### src/rtl/riscv_pkg.sv
// Shared RISC-V encoding definitions: instruction formats, base opcodes, nop word
// and the signed-range helper used by the field packer.
package riscv_pkg;

   localparam int unsigned XLEN      = 32;
   localparam int unsigned FMT_W     = 3;
   localparam int unsigned OPCODE_W  = 7;
   localparam int unsigned REG_W     = 5;
   localparam int unsigned FUNCT3_W  = 3;
   localparam int unsigned FUNCT7_W  = 7;
   localparam int unsigned ERRCNT_W  = 8;

   typedef enum logic [FMT_W-1:0] {
      FMT_R  = 3'd0,
      FMT_I  = 3'd1,
      FMT_S  = 3'd2,
      FMT_SB = 3'd3,
      FMT_U  = 3'd4,
      FMT_UJ = 3'd5
   } fmt_e;

   localparam logic [OPCODE_W-1:0] OP_LOAD   = 7'b0000011;
   localparam logic [OPCODE_W-1:0] OP_IMM    = 7'b0010011;
   localparam logic [OPCODE_W-1:0] OP_AUIPC  = 7'b0010111;
   localparam logic [OPCODE_W-1:0] OP_STORE  = 7'b0100011;
   localparam logic [OPCODE_W-1:0] OP_OP     = 7'b0110011;
   localparam logic [OPCODE_W-1:0] OP_LUI    = 7'b0110111;
   localparam logic [OPCODE_W-1:0] OP_BRANCH = 7'b1100011;
   localparam logic [OPCODE_W-1:0] OP_JALR   = 7'b1100111;
   localparam logic [OPCODE_W-1:0] OP_JAL    = 7'b1101111;

   // addi x0, x0, 0
   localparam logic [XLEN-1:0] NOP_INSTR = 32'h0000_0013;

   // Registered payload of the output stage.
   typedef struct packed {
      logic [XLEN-1:0] instr;
      logic [XLEN-1:0] addr;
      logic            err;
   } out_word_t;

   // True when imm is a sign extension of its low (msb+1) bits.
   function automatic logic fits_signed(input logic [XLEN-1:0] imm, input int unsigned msb);
      logic [XLEN-1:0] upper;
      upper = XLEN'($signed(imm) >>> msb);
      return (upper == '0) || (upper == '1);
   endfunction

endpackage

### src/rtl/instr_pack.sv
// Combinational packer: places fields and the swizzled immediate per format and
// flags immediates that do not fit the format's encodable range.
module instr_pack
   import riscv_pkg::*;
(
   input  logic [2:0]  in_fmt,
   input  logic [6:0]  in_opcode,
   input  logic [4:0]  in_rd,
   input  logic [4:0]  in_rs1,
   input  logic [4:0]  in_rs2,
   input  logic [2:0]  in_funct3,
   input  logic [6:0]  in_funct7,
   input  logic [31:0] in_imm,
   output logic [31:0] instr_c,
   output logic        err_c
);

   logic imm_even;
   logic fit12;
   logic fit13;
   logic fit21;
   logic low12_zero;

   assign imm_even   = ~in_imm[0];
   assign fit12      = fits_signed(in_imm, 32'd11);
   assign fit13      = fits_signed(in_imm, 32'd12);
   assign fit21      = fits_signed(in_imm, 32'd20);
   assign low12_zero = (in_imm[11:0] == 12'h000);

   // Out-of-range words are still packed from the truncated immediate bits.
   always_comb begin
      instr_c = NOP_INSTR;
      err_c   = 1'b1;
      case (in_fmt)
         FMT_R: begin
            instr_c = {in_funct7, in_rs2, in_rs1, in_funct3, in_rd, in_opcode};
            err_c   = 1'b0;
         end
         FMT_I: begin
            instr_c = {in_imm[11:0], in_rs1, in_funct3, in_rd, in_opcode};
            err_c   = ~fit12;
         end
         FMT_S: begin
            instr_c = {in_imm[11:5], in_rs2, in_rs1, in_funct3, in_imm[4:0], in_opcode};
            err_c   = ~fit12;
         end
         FMT_SB: begin
            instr_c = {in_imm[12], in_imm[10:5], in_rs2, in_rs1, in_funct3,
                       in_imm[4:1], in_imm[11], in_opcode};
            err_c   = ~(fit13 & imm_even);
         end
         FMT_U: begin
            instr_c = {in_imm[31:12], in_rd, in_opcode};
            err_c   = ~low12_zero;
         end
         FMT_UJ: begin
            instr_c = {in_imm[20], in_imm[10:1], in_imm[11], in_imm[19:12], in_rd, in_opcode};
            err_c   = ~(fit21 & imm_even);
         end
         default: begin
            instr_c = NOP_INSTR;
            err_c   = 1'b1;
         end
      endcase
   end

endmodule

### src/rtl/instr_encoder.sv
// Instruction encoder: valid/ready input, one registered output stage, running
// word address counter and saturating count of emitted out-of-range words.
module instr_encoder
   import riscv_pkg::*;
#(
   parameter logic [31:0] BASE_ADDR = 32'h0000_0000,
   parameter int unsigned ADDR_STEP = 4
) (
   input  logic        clk,
   input  logic        n_rst,
   input  logic        flush,
   input  logic        in_valid,
   output logic        in_ready,
   input  logic [2:0]  in_fmt,
   input  logic [6:0]  in_opcode,
   input  logic [4:0]  in_rd,
   input  logic [4:0]  in_rs1,
   input  logic [4:0]  in_rs2,
   input  logic [2:0]  in_funct3,
   input  logic [6:0]  in_funct7,
   input  logic [31:0] in_imm,
   output logic        out_valid,
   input  logic        out_ready,
   output logic [31:0] out_instr,
   output logic [31:0] out_addr,
   output logic        out_err,
   output logic [7:0]  err_count
);

   localparam logic [31:0] STEP = 32'(ADDR_STEP);

   logic [31:0] pack_instr_c;
   logic        pack_err_c;
   logic        in_acc_c;
   logic        out_acc_c;

   out_word_t   word_q,  word_d;
   logic        valid_q, valid_d;
   logic [31:0] cnt_q,   cnt_d;
   logic [7:0]  errc_q,  errc_d;

   instr_pack u_pack (
      .in_fmt    (in_fmt),
      .in_opcode (in_opcode),
      .in_rd     (in_rd),
      .in_rs1    (in_rs1),
      .in_rs2    (in_rs2),
      .in_funct3 (in_funct3),
      .in_funct7 (in_funct7),
      .in_imm    (in_imm),
      .instr_c   (pack_instr_c),
      .err_c     (pack_err_c)
   );

   // The stage accepts whenever it is empty or draining this cycle, so no bubble.
   assign in_ready  = (~valid_q | out_ready) & ~flush;
   assign in_acc_c  = in_valid & in_ready;
   assign out_acc_c = valid_q & out_ready;

   // Next-state: flush dominates; otherwise load, drain and count errors.
   always_comb begin
      word_d  = word_q;
      valid_d = valid_q;
      cnt_d   = cnt_q;
      errc_d  = errc_q;
      if (flush) begin
         valid_d = 1'b0;
         cnt_d   = BASE_ADDR;
      end else begin
         if (out_acc_c && word_q.err && (errc_q != 8'hFF)) begin
            errc_d = errc_q + 8'd1;
         end
         if (in_acc_c) begin
            valid_d      = 1'b1;
            word_d.instr = pack_instr_c;
            word_d.err   = pack_err_c;
            word_d.addr  = cnt_q;
            cnt_d        = cnt_q + STEP;
         end else if (out_acc_c) begin
            valid_d = 1'b0;
         end
      end
   end

   always_ff @(posedge clk or negedge n_rst) begin
      if (!n_rst) begin
         word_q.instr <= '0;
         word_q.addr  <= BASE_ADDR;
         word_q.err   <= 1'b0;
         valid_q      <= 1'b0;
         cnt_q        <= BASE_ADDR;
         errc_q       <= '0;
      end else begin
         word_q  <= word_d;
         valid_q <= valid_d;
         cnt_q   <= cnt_d;
         errc_q  <= errc_d;
      end
   end

   assign out_valid = valid_q;
   assign out_instr = word_q.instr;
   assign out_addr  = word_q.addr;
   assign out_err   = word_q.err;
   assign err_count = errc_q;

endmodule
### config.mk
export PLATFORM = sky130hd
export DESIGN_NAME = instr_encoder
export DESIGN_NICKNAME = d
export VERILOG_FILES = /design/src/rtl/riscv_pkg.sv /design/src/rtl/instr_pack.sv /design/src/rtl/instr_encoder.sv
export SDC_FILE = /design/constraint.sdc
export NUM_CORES = 1
export LEC_CHECK = 0
export ABC_AREA = 1
export BUFFER_PORTS_ARGS = -buffer_cell sky130_fd_sc_hd__buf_2
export CAP_MARGIN = 15
export CORE_MARGIN = 4
export CORE_UTILIZATION = 48
export DETAILED_ROUTE_END_ITERATION = 16
export PLACE_DENSITY = 0.75
export SLEW_MARGIN = 20
export SYNTH_ARGS = -nofsm -noshare
export SYNTH_HDL_FRONTEND = slang
export SYNTH_HIERARCHICAL = 1
export SYNTH_SLANG_ARGS = --single-unit
### constraint.sdc
create_clock -name clk -period 1.3 [get_ports clk]
set_input_delay 0.39 -clock clk [delete_from_list [all_inputs] [get_ports clk]]
set_output_delay 0.39 -clock clk [all_outputs]
set_load 0.02 [all_outputs]
Word-level counts from Yosys, hierarchy flattened
Cells that the tools add are included.

Bits in registers: 106. Input bits: 72. Output and inout port bits: 75. Logic and storage cells: 52.

Add/subtract/negate cells: 2. Equality and inequality tests: 9. Muxes and demuxes: 7. Bitwise logic cells: 13. Reduce and logical (&&, ||, !) cells: 15.

Operator list (count): one-hot mux 32 bit (6 select lines) (1); equality test 32 bit (second input constant) (3); logical NOT 32 bit (3); 2-to-1 mux 32 bit (2); adder 32 x 3 -> 32 bit (second input constant) (1); logical NOT 12 bit (1); adder 8 x 1 -> 8 bit (second input constant) (1); != test 8 bit (second input constant) (1); inverter 1 bit (7); equality test 3 x 2 -> 1 bit (second input constant) (2); equality test 3 bit (second input constant) (2); AND 1 bit (5); one-hot mux 1 bit (5 select lines) (1); AND reduction 2 bit (2); equality test 3 x 1 -> 1 bit (second input constant) (1); logical NOT 3 bit (1); logical OR 1 bit (3); 2-to-1 mux 1 bit (3); nonzero test 3 bit (1); logical AND 1 bit (2); nonzero test 2 bit (1); OR reduction 2 bit (1); bitwise OR 1 bit (1).

Depth between registers and ports, before layout
Gate-level depths: netlist (run 1).

Depth in word-level cells: 6. Gate-level depth with buffers: 11.

Hierarchy
Netlist (run 1), hierarchy kept.

By module, submodules not included: instr_encoder (instances 1, cells an instance 578, area an instance 4705.8 um^2); instr_pack (instances 1, cells an instance 187, area an instance 825.8 um^2).

Worst setup path before layout (run 1)
OpenSTA, ideal clock, no wires.

Kind: register to register. Start: reg errc_q[0], in the netlist err_count[0]. End: reg errc_q[3], in the netlist err_count[3]. Library setup time: 0.123 ns. Data arrival time: 1.324 ns. Data required time: 1.177 ns. Slack: -0.147 ns. Cell stages (with the launch flop): 9. Path through: dfrtp_1 > ha_1 > nand2_1 > nor2_1 > nand3_1 > nand2_1 > buf_4 > o21ai_0 > nand2_1.

Longest elaborated chain between the ends: 3.

Ends and longest elaborated chain: from (decl) (RTL line instr_encoder.sv:40) `logic [7:0] errc_q, errc_d;`; from (signal assigned) (RTL line instr_encoder.sv:97) `errc_q <= errc_d;`; branches (longest 3 deep; another with adder 8 x 1 -> 8 bit).

Several ways; the timed one is not identified. A chain may end at the register's enable or synchronous reset.

Worst setup path in the final report (run 1)
Start: reg cnt_q[2]. End: reg cnt_q[18].

Longest elaborated chain between the ends: 3.

Ends and longest elaborated chain: from (decl) (RTL line instr_encoder.sv:39) `logic [31:0] cnt_q, cnt_d;`; from (signal assigned) (RTL line instr_encoder.sv:96) `cnt_q <= cnt_d;`; adder 32 x 3 -> 32 bit (RTL line instr_encoder.sv:78) `cnt_d = cnt_q + STEP;`; 2-to-1 mux 32 bit (RTL line instr_encoder.sv:73) `if (in_acc_c) begin`; 2-to-1 mux 32 bit (RTL line instr_encoder.sv:66) `if (flush) begin`.

No other way between the ends. The select of a mux whose other input is x is not followed.

==> flow_summary.yaml, run 1 <==
run_status:
  status: "complete, but fails checks"
  violations: "negative setup slack"
global_route:
  grt-ovfl-total: 0
  antenna_found_initial: 0
  grt_pass1_wl_mm: 28.1
  grt_max_degree: 36
  grt_usage_pct: 26.4
  grt_pass1_vias: 5833
detailed_routing:
  route.detailed.drc: 0
  dr.pass1.iters: 6
  final_antenna_net_count: 0
  wl_per_cell_um: 18.5
  vias: 6725
  drt_wl_total_mm: 22.8
  drt-vias-per-instance: 5.45
  first_iter_violations: 779
floorplan:
  die_h_um: 115
  io-pin-count: 147
  core-area_sq_um: 11100
  row_count: 38
  die-area_sq_um: 13300
  die_w_um: 115
  start_util_pct: 49.9
worst_setup_path:
  crit_start: "cnt_q[2]"
  crit_family: "simple AND/OR/NAND/NOR gates"
  crit_type: "reg2reg"
  arrival_ps: 2020
  critPathMaxStageDelay_ps: 410
  r2r_start: "cnt_q[2]"
  worst_setup_path_start_kind: "register"
  slowest_stage: "dfrtp_1"
  crit_fanout: 5
  r2r_slack_ps: -440
  crit_buf_inv: 1
  end_kind: "register"
  crit_required_ps: 1580
  cp_cell_sequence: "ha_2, nand2_4, nor2_4, nand2_2, nor2_4, buf_6, nand3_2, nand2_1, nand2_1, nor2_1"
synth:
  ys_top_cells_by_area: "dfrtp_1 (46%), nand2_1 (22%), nor2_1 (6.6%)"
  synth_top_area_share_pct: 46.1
  ys_types: 36
  synth_flop_cell: "dfrtp_1"
  ys_warn_count: 6
  synth_most_common_cell: "nand2_1"
  postSynthAreaPerCell_sq_um: 7.23
  synthTopCellsByCount: "nand2_1 (326), dfrtp_1 (102), nor2_1 (97), inv_1 (47), nand3_1 (33)"
  netlist_instances: 765
  async_reset_ff_share_pct: 100
  synth_seq_cells: 102
  synth_area_sq_um: 5530
  synth_edf_count: 0
  yosysSeqAreaShare_pct: 46.1
  synth_top_area_cell: "dfrtp_1"
power:
  swShare_pct: 32.4
  total_power_mw: 9.01
  powerDensity_nw_per_um2: 942
  p_comb_share_pct: 29.3
  leakagePower_nw: 5.03
  p_sw_mw: 2.92
  pwr-share-seq_pct: 40.0
  ir_drop_uv: 863
  p_clk_share_pct: 30.7
  p_int_mw: 6.09
placed_design:
  portBuffers: 144
  place_inst: 1136
  placed_cell_area_sq_um: 7230
  dp_slack_ps: -188
  place_hpwl_mm: 12.1
  place.gp.congestion: 0.952
sta:
  period_needed_ps: 1740
  max_freq_mhz: 575
  holdWs_ps: 346
  setup_ws_ps: -439
  finalCritPeriodShare_pct: 134
  finalSetupViolations: 133
  hold_violations: 0
  finClkSkew_ps: 17.0
  tns_ps: -21300
  drv_slew: 0
  rsz0062_at_grt: "yes"
final_layout:
  fin_util_pct: 86.3
  diodes: 0
  finish.instance_area_sq_um: 9560
  final_cells: 1233
  synthToLayoutAreaGrowth_pct: 72.9
  layout-drive-gt1-share_pct: 50.6
  nets: 1162
  nFillCells: 574
cts:
  clock-sinks: 102
  cts_tree: "done"
  h-tree-depth: 3
  cts_buffers: 9
  clock_latency_ps: 360
  cts.root.buffer_cell: "clkbuf_16"
  clockBufferDepth: 2
  cts.clk_slew.worst_paths_ps: 90
hold_path:
  min_from: "in_opcode[2]"
  hp-class: "in2reg"
job:
  max_cap_viol_count: 0
metal layers:
metal	part of all wire (%)	GRT usage, %	vias to the layer above	wire, um
li1	-	-	3046	-
met1	37	37.1	3166	8410
met2	50	42.6	402	11500
met3	8.3	4.32	111	1890
met4	4.5	7.12	0	1040
met5	0	0	-	0
final timing paths:
| path | endpoint | cells after the start |
|---|---|---|
| max | cnt_q[18] | 10 |
| min | out_instr[2] | 5 |
| max reg2reg | cnt_q[18] | 10 |
| min reg2reg | out_instr[11] | 2 |
| max in group asynchronous | cnt_q[12] | 3 |
| min in group asynchronous | cnt_q[27] | 2 |
power by group through the flow:
stage	combinational, mW	sequential, mW	clock (mW)
after floorplan	0.522	3.86	0
after global placement	1.57	3.58	0
after detailed placement	1.59	3.58	0
after CTS	1.85	3.54	2.73
after global routing	2.80	3.62	2.91
final	2.64	3.60	2.76
state kept, by name, indices dropped and copies added (netlist names):
| signal | cells |
|---|---|
| out_valid | 1 |
| out_addr | 30 |
| out_err | 1 |
| err_count | 8 |
| out_instr | 32 |
| cnt_q | 30 |
area by class of cell:
class	instances	area, sq um	share of cell area [%]
clock buffer	9	225	2.36
clock inverter	7	78.8	0.824
inverter	58	230	2.41
multi-input combinational	580	3290	34.4
sequential	102	2560	26.8
tap	140	175	1.83
timing repair buffer	337	3010	31.4
cell families (layout without fill, tap and decap cells):
family,count (synthesis),in the layout,share of synthesized area [%]
AO/OA/AOI/OAI,60,60,6.02
adder cells (fa/ha/maj),2,2,0.452
flip-flops,102,102,46.1
XOR/XNOR,6,6,0.950
buffers and inverters,84,411,7.15
other,1,2,0.0678
AND/OR/NAND/NOR,510,510,39.2
repair_timing:
item,4_1_cts,5_1_grt
buffers inserted,22,44
gates cloned,3,13
endpoints found under the setup margin,84,148
pin swaps,16,63
hold endpoints to repair,15,0
hold buffers,1,0
resized for setup,80,285
placed cells by master (no fill, tap or decap), types with 4 or more instances in the layout:
cell type,instances
a21oi_1,16
buf_12,12
buf_2,96
buf_4,138
buf_6,69
buf_8,7
clkbuf_16,20
dfrtp_1,96
dfrtp_2,6
inv_1,43
inv_2,12
nand2_1,213
nand2_2,78
nand2_4,42
nand3_1,23
nand3_2,9
nand4_1,14
nor2_1,90
nor2_2,11
nor2_4,11
nor3_1,4
o211ai_1,5
o21ai_0,9
o21ai_1,10
o21ai_2,11
worst register-to-register path, stage by stage, from the launching register on:
cell and delay [ps]:
dfrtp_1 410, ha_2 240, nand2_4 80, nor2_4 120, nand2_2 70, nor2_4 190, buf_6 150, nand3_2 100
nand2_1 110, nand2_1 80, nor2_1 120
Note: power is estimated with default switching activity, not from simulation.
==> inputs of run 2 (changes only) <==
CELL_PAD_IN_SITES_DETAIL_PLACEMENT = 0   (was default)
CELL_PAD_IN_SITES_GLOBAL_PLACEMENT = 1   (was default)
CORE_MARGIN = default   (was 4)
CORE_UTILIZATION = 38   (was 48)
PLACE_DENSITY = 0.79   (was 0.75)
clock period = 1.7 ns   (was 1.3 ns; I/O delays follow)
==> run 2 against run 1 <==
  * The flow now finishes without violations
  * Sequential share of layout area is 10 points higher
  * Count of clock-buffer cells in the layout is 2 higher
  * First-iteration DRC count down 64%
  * Final cell count is 10% lower
  * Clock skew down 7.0 ps
  * Largest cell class unchanged
  * Highest routed layer unchanged
==> flow_summary.yaml, run 2 (synthesized netlist as in run 1, its figures left out) <==
run_status:
  status: "complete, no violations"
worst_setup_path:
  arrival_ps: 1110
  worst_setup_path_start_kind: "register"
  cp_cell_sequence: "nand2_2, nand2_1, inv_1, buf_4"
  critPathMaxStageDelay_ps: 410
  r2r_start: "cnt_q[3]"
  crit_fanout: 3
  crit_type: "reg2out"
  rr_endpoint: "cnt_q[22]"
  slowest_stage: "dfrtp_1"
  crit_required_ps: 1190
  r2r_slack_ps: 160
  r2r_cells: 9
  end_kind: "output port"
cts:
  cts_buffers: 9
  clock-sinks: 102
  cts_tree: "done"
  clock_latency_ps: 350
  h-tree-depth: 3
  clockBufferDepth: 2
  cts.clk_slew.worst_paths_ps: 70
  cts.root.buffer_cell: "clkbuf_16"
global_route:
  grt_max_degree: 49
  grt_usage_pct: 21.3
  grt-ovfl-total: 0
  antenna_found_initial: 0
  grt_pass1_vias: 4893
  grt_pass1_wl_mm: 24.7
detailed_routing:
  vias: 5201
  met3WireLength_um: 822
  first_iter_violations: 278
  wl_met1_mm: 7.60
  final_antenna_net_count: 0
  drt_wl_total_mm: 15.2
  wl_met2_mm: 6.59
  route.detailed.drc: 0
  dr.pass1.iters: 6
  wl_per_cell_um: 13.7
  top_layer: "met4"
  drt-vias-per-instance: 4.69
power:
  powerDensity_nw_per_um2: 836
  leakagePower_nw: 3.69
  pwr-share-seq_pct: 46.6
  p_sw_mw: 1.66
  ir_drop_uv: 622
  p_comb_share_pct: 18.0
  p_int_mw: 4.14
  p_clk_share_pct: 35.4
  swShare_pct: 28.7
floorplan:
  die-area_sq_um: 15000
  die_w_um: 123
  start_util_pct: 39.4
  row_count: 43
  core-area_sq_um: 14000
  die_h_um: 123
  io-pin-count: 147
sta:
  finalCritPeriodShare_pct: 95.4
  max_freq_mhz: 617
  setup_ws_ps: 78.0
  drv_slew: 0
  rsz0062_at_grt: "no"
  hold_violations: 0
  finalSetupViolations: 0
  finClkSkew_ps: 9.95
  period_needed_ps: 1620
final_layout:
  fin_util_pct: 49.4
  synthToLayoutAreaGrowth_pct: 25.5
  nFillCells: 1434
  diodes: 0
  layout_common_cells: "nand2_1 (323), buf_2 (142), dfrtp_1 (102)"
  nets: 1000
  layout-drive-gt1-share_pct: 25.2
  final_common_cell: "nand2_1"
  largest_reg_flops: 32
hold_path:
  hp-class: "in2async"
job:
  max_cap_viol_count: 0
placed_design:
  place_hpwl_mm: 11.8
  place.gp.congestion: 0.860
  dp_slack_ps: -4.91
  portBuffers: 144
==> run 2: changes by cell type in the layout (fill, tap and decap cells not counted), moves of 8 or more <==
cell | previous run | this run
buf_4 | 138 | 26
o21ai_0 | 9 | 30
nand3_1 | 23 | 33
o21ai_1 | 10 | 0
nand2_4 | 42 | 2
nand2_1 | 213 | 323
o21ai_2 | 11 | 0
nand3_2 | 9 | 1
buf_2 | 96 | 142
buf_6 | 69 | 0
clkbuf_16 | 20 | 9
nand2_2 | 78 | 8
==> run 2: through the flow <==
step | hold WS (ps) | area (sq um) | cells | TNS [ps] | power [mW]
global placement | 455 | 6630 | 1094 | 0 | 3.80
floorplan | 214 | 5540 | 766 | 0 | 3.32
finish | 75.7 | 6940 | 1110 | 0 | 5.81
detailed placement | 455 | 6630 | 1094 | -7.90 | 3.80
global route | 96.5 | 6940 | 1110 | 0 | 6.07
CTS | 73.1 | 6920 | 1109 | 0 | 5.88
==> run 2: what timing repair did <==
item	in CTS	in global routing
buffers inserted	0	1
pin swaps	0	3
hold endpoints to repair	0	0
hold buffers	0	0
resized for setup	1	5
endpoints found under the setup margin	1	3
==> run 2: cell type report <==
cell class                 count  area (sq um)  area share, %
tap                          180           225           3.24
inverter                      58           225           3.24
clock inverter                 4          47.5          0.685
clock buffer                  11           243           3.50
timing repair buffer         175          1050           15.1
sequential                   102          2550           36.8
multi-input combinational    580          2600           37.5
==> run 2: worst max-delay path, delay by kind of cell, from the launching register on <==
family	cells	cell delay, ps
buf+inv	2	190
flops	1	410
simple gates	2	170
==> run 2: worst max-delay path by stage <==
stage                    from        end  slack, ps
finish              out_valid   in_ready         80
global route        out_valid   in_ready          5
CTS                 out_valid   in_ready         10
detailed placement  out_ready  cnt_q[27]         -5
global placement    out_ready   cnt_q[7]         20
floorplan               flush   in_ready        130
==> run 2: per-layer routing <==
layer  up-vias  track usage, %
li1       2717               -
met3        11            4.14
met1      2344            31.1
met5         -               0
met2       129            31.8
met4         0            6.25
==> run 2: power by group through the flow <==
stage | Clock [mW] | Combinational [mW] | Sequential, mW
floorplan | 0 | 0.388 | 2.94
global placement | 0 | 1.05 | 2.75
detailed placement | 0 | 1.06 | 2.74
CTS | 2.11 | 1.06 | 2.71
global route | 2.18 | 1.16 | 2.72
finish | 2.06 | 1.05 | 2.70
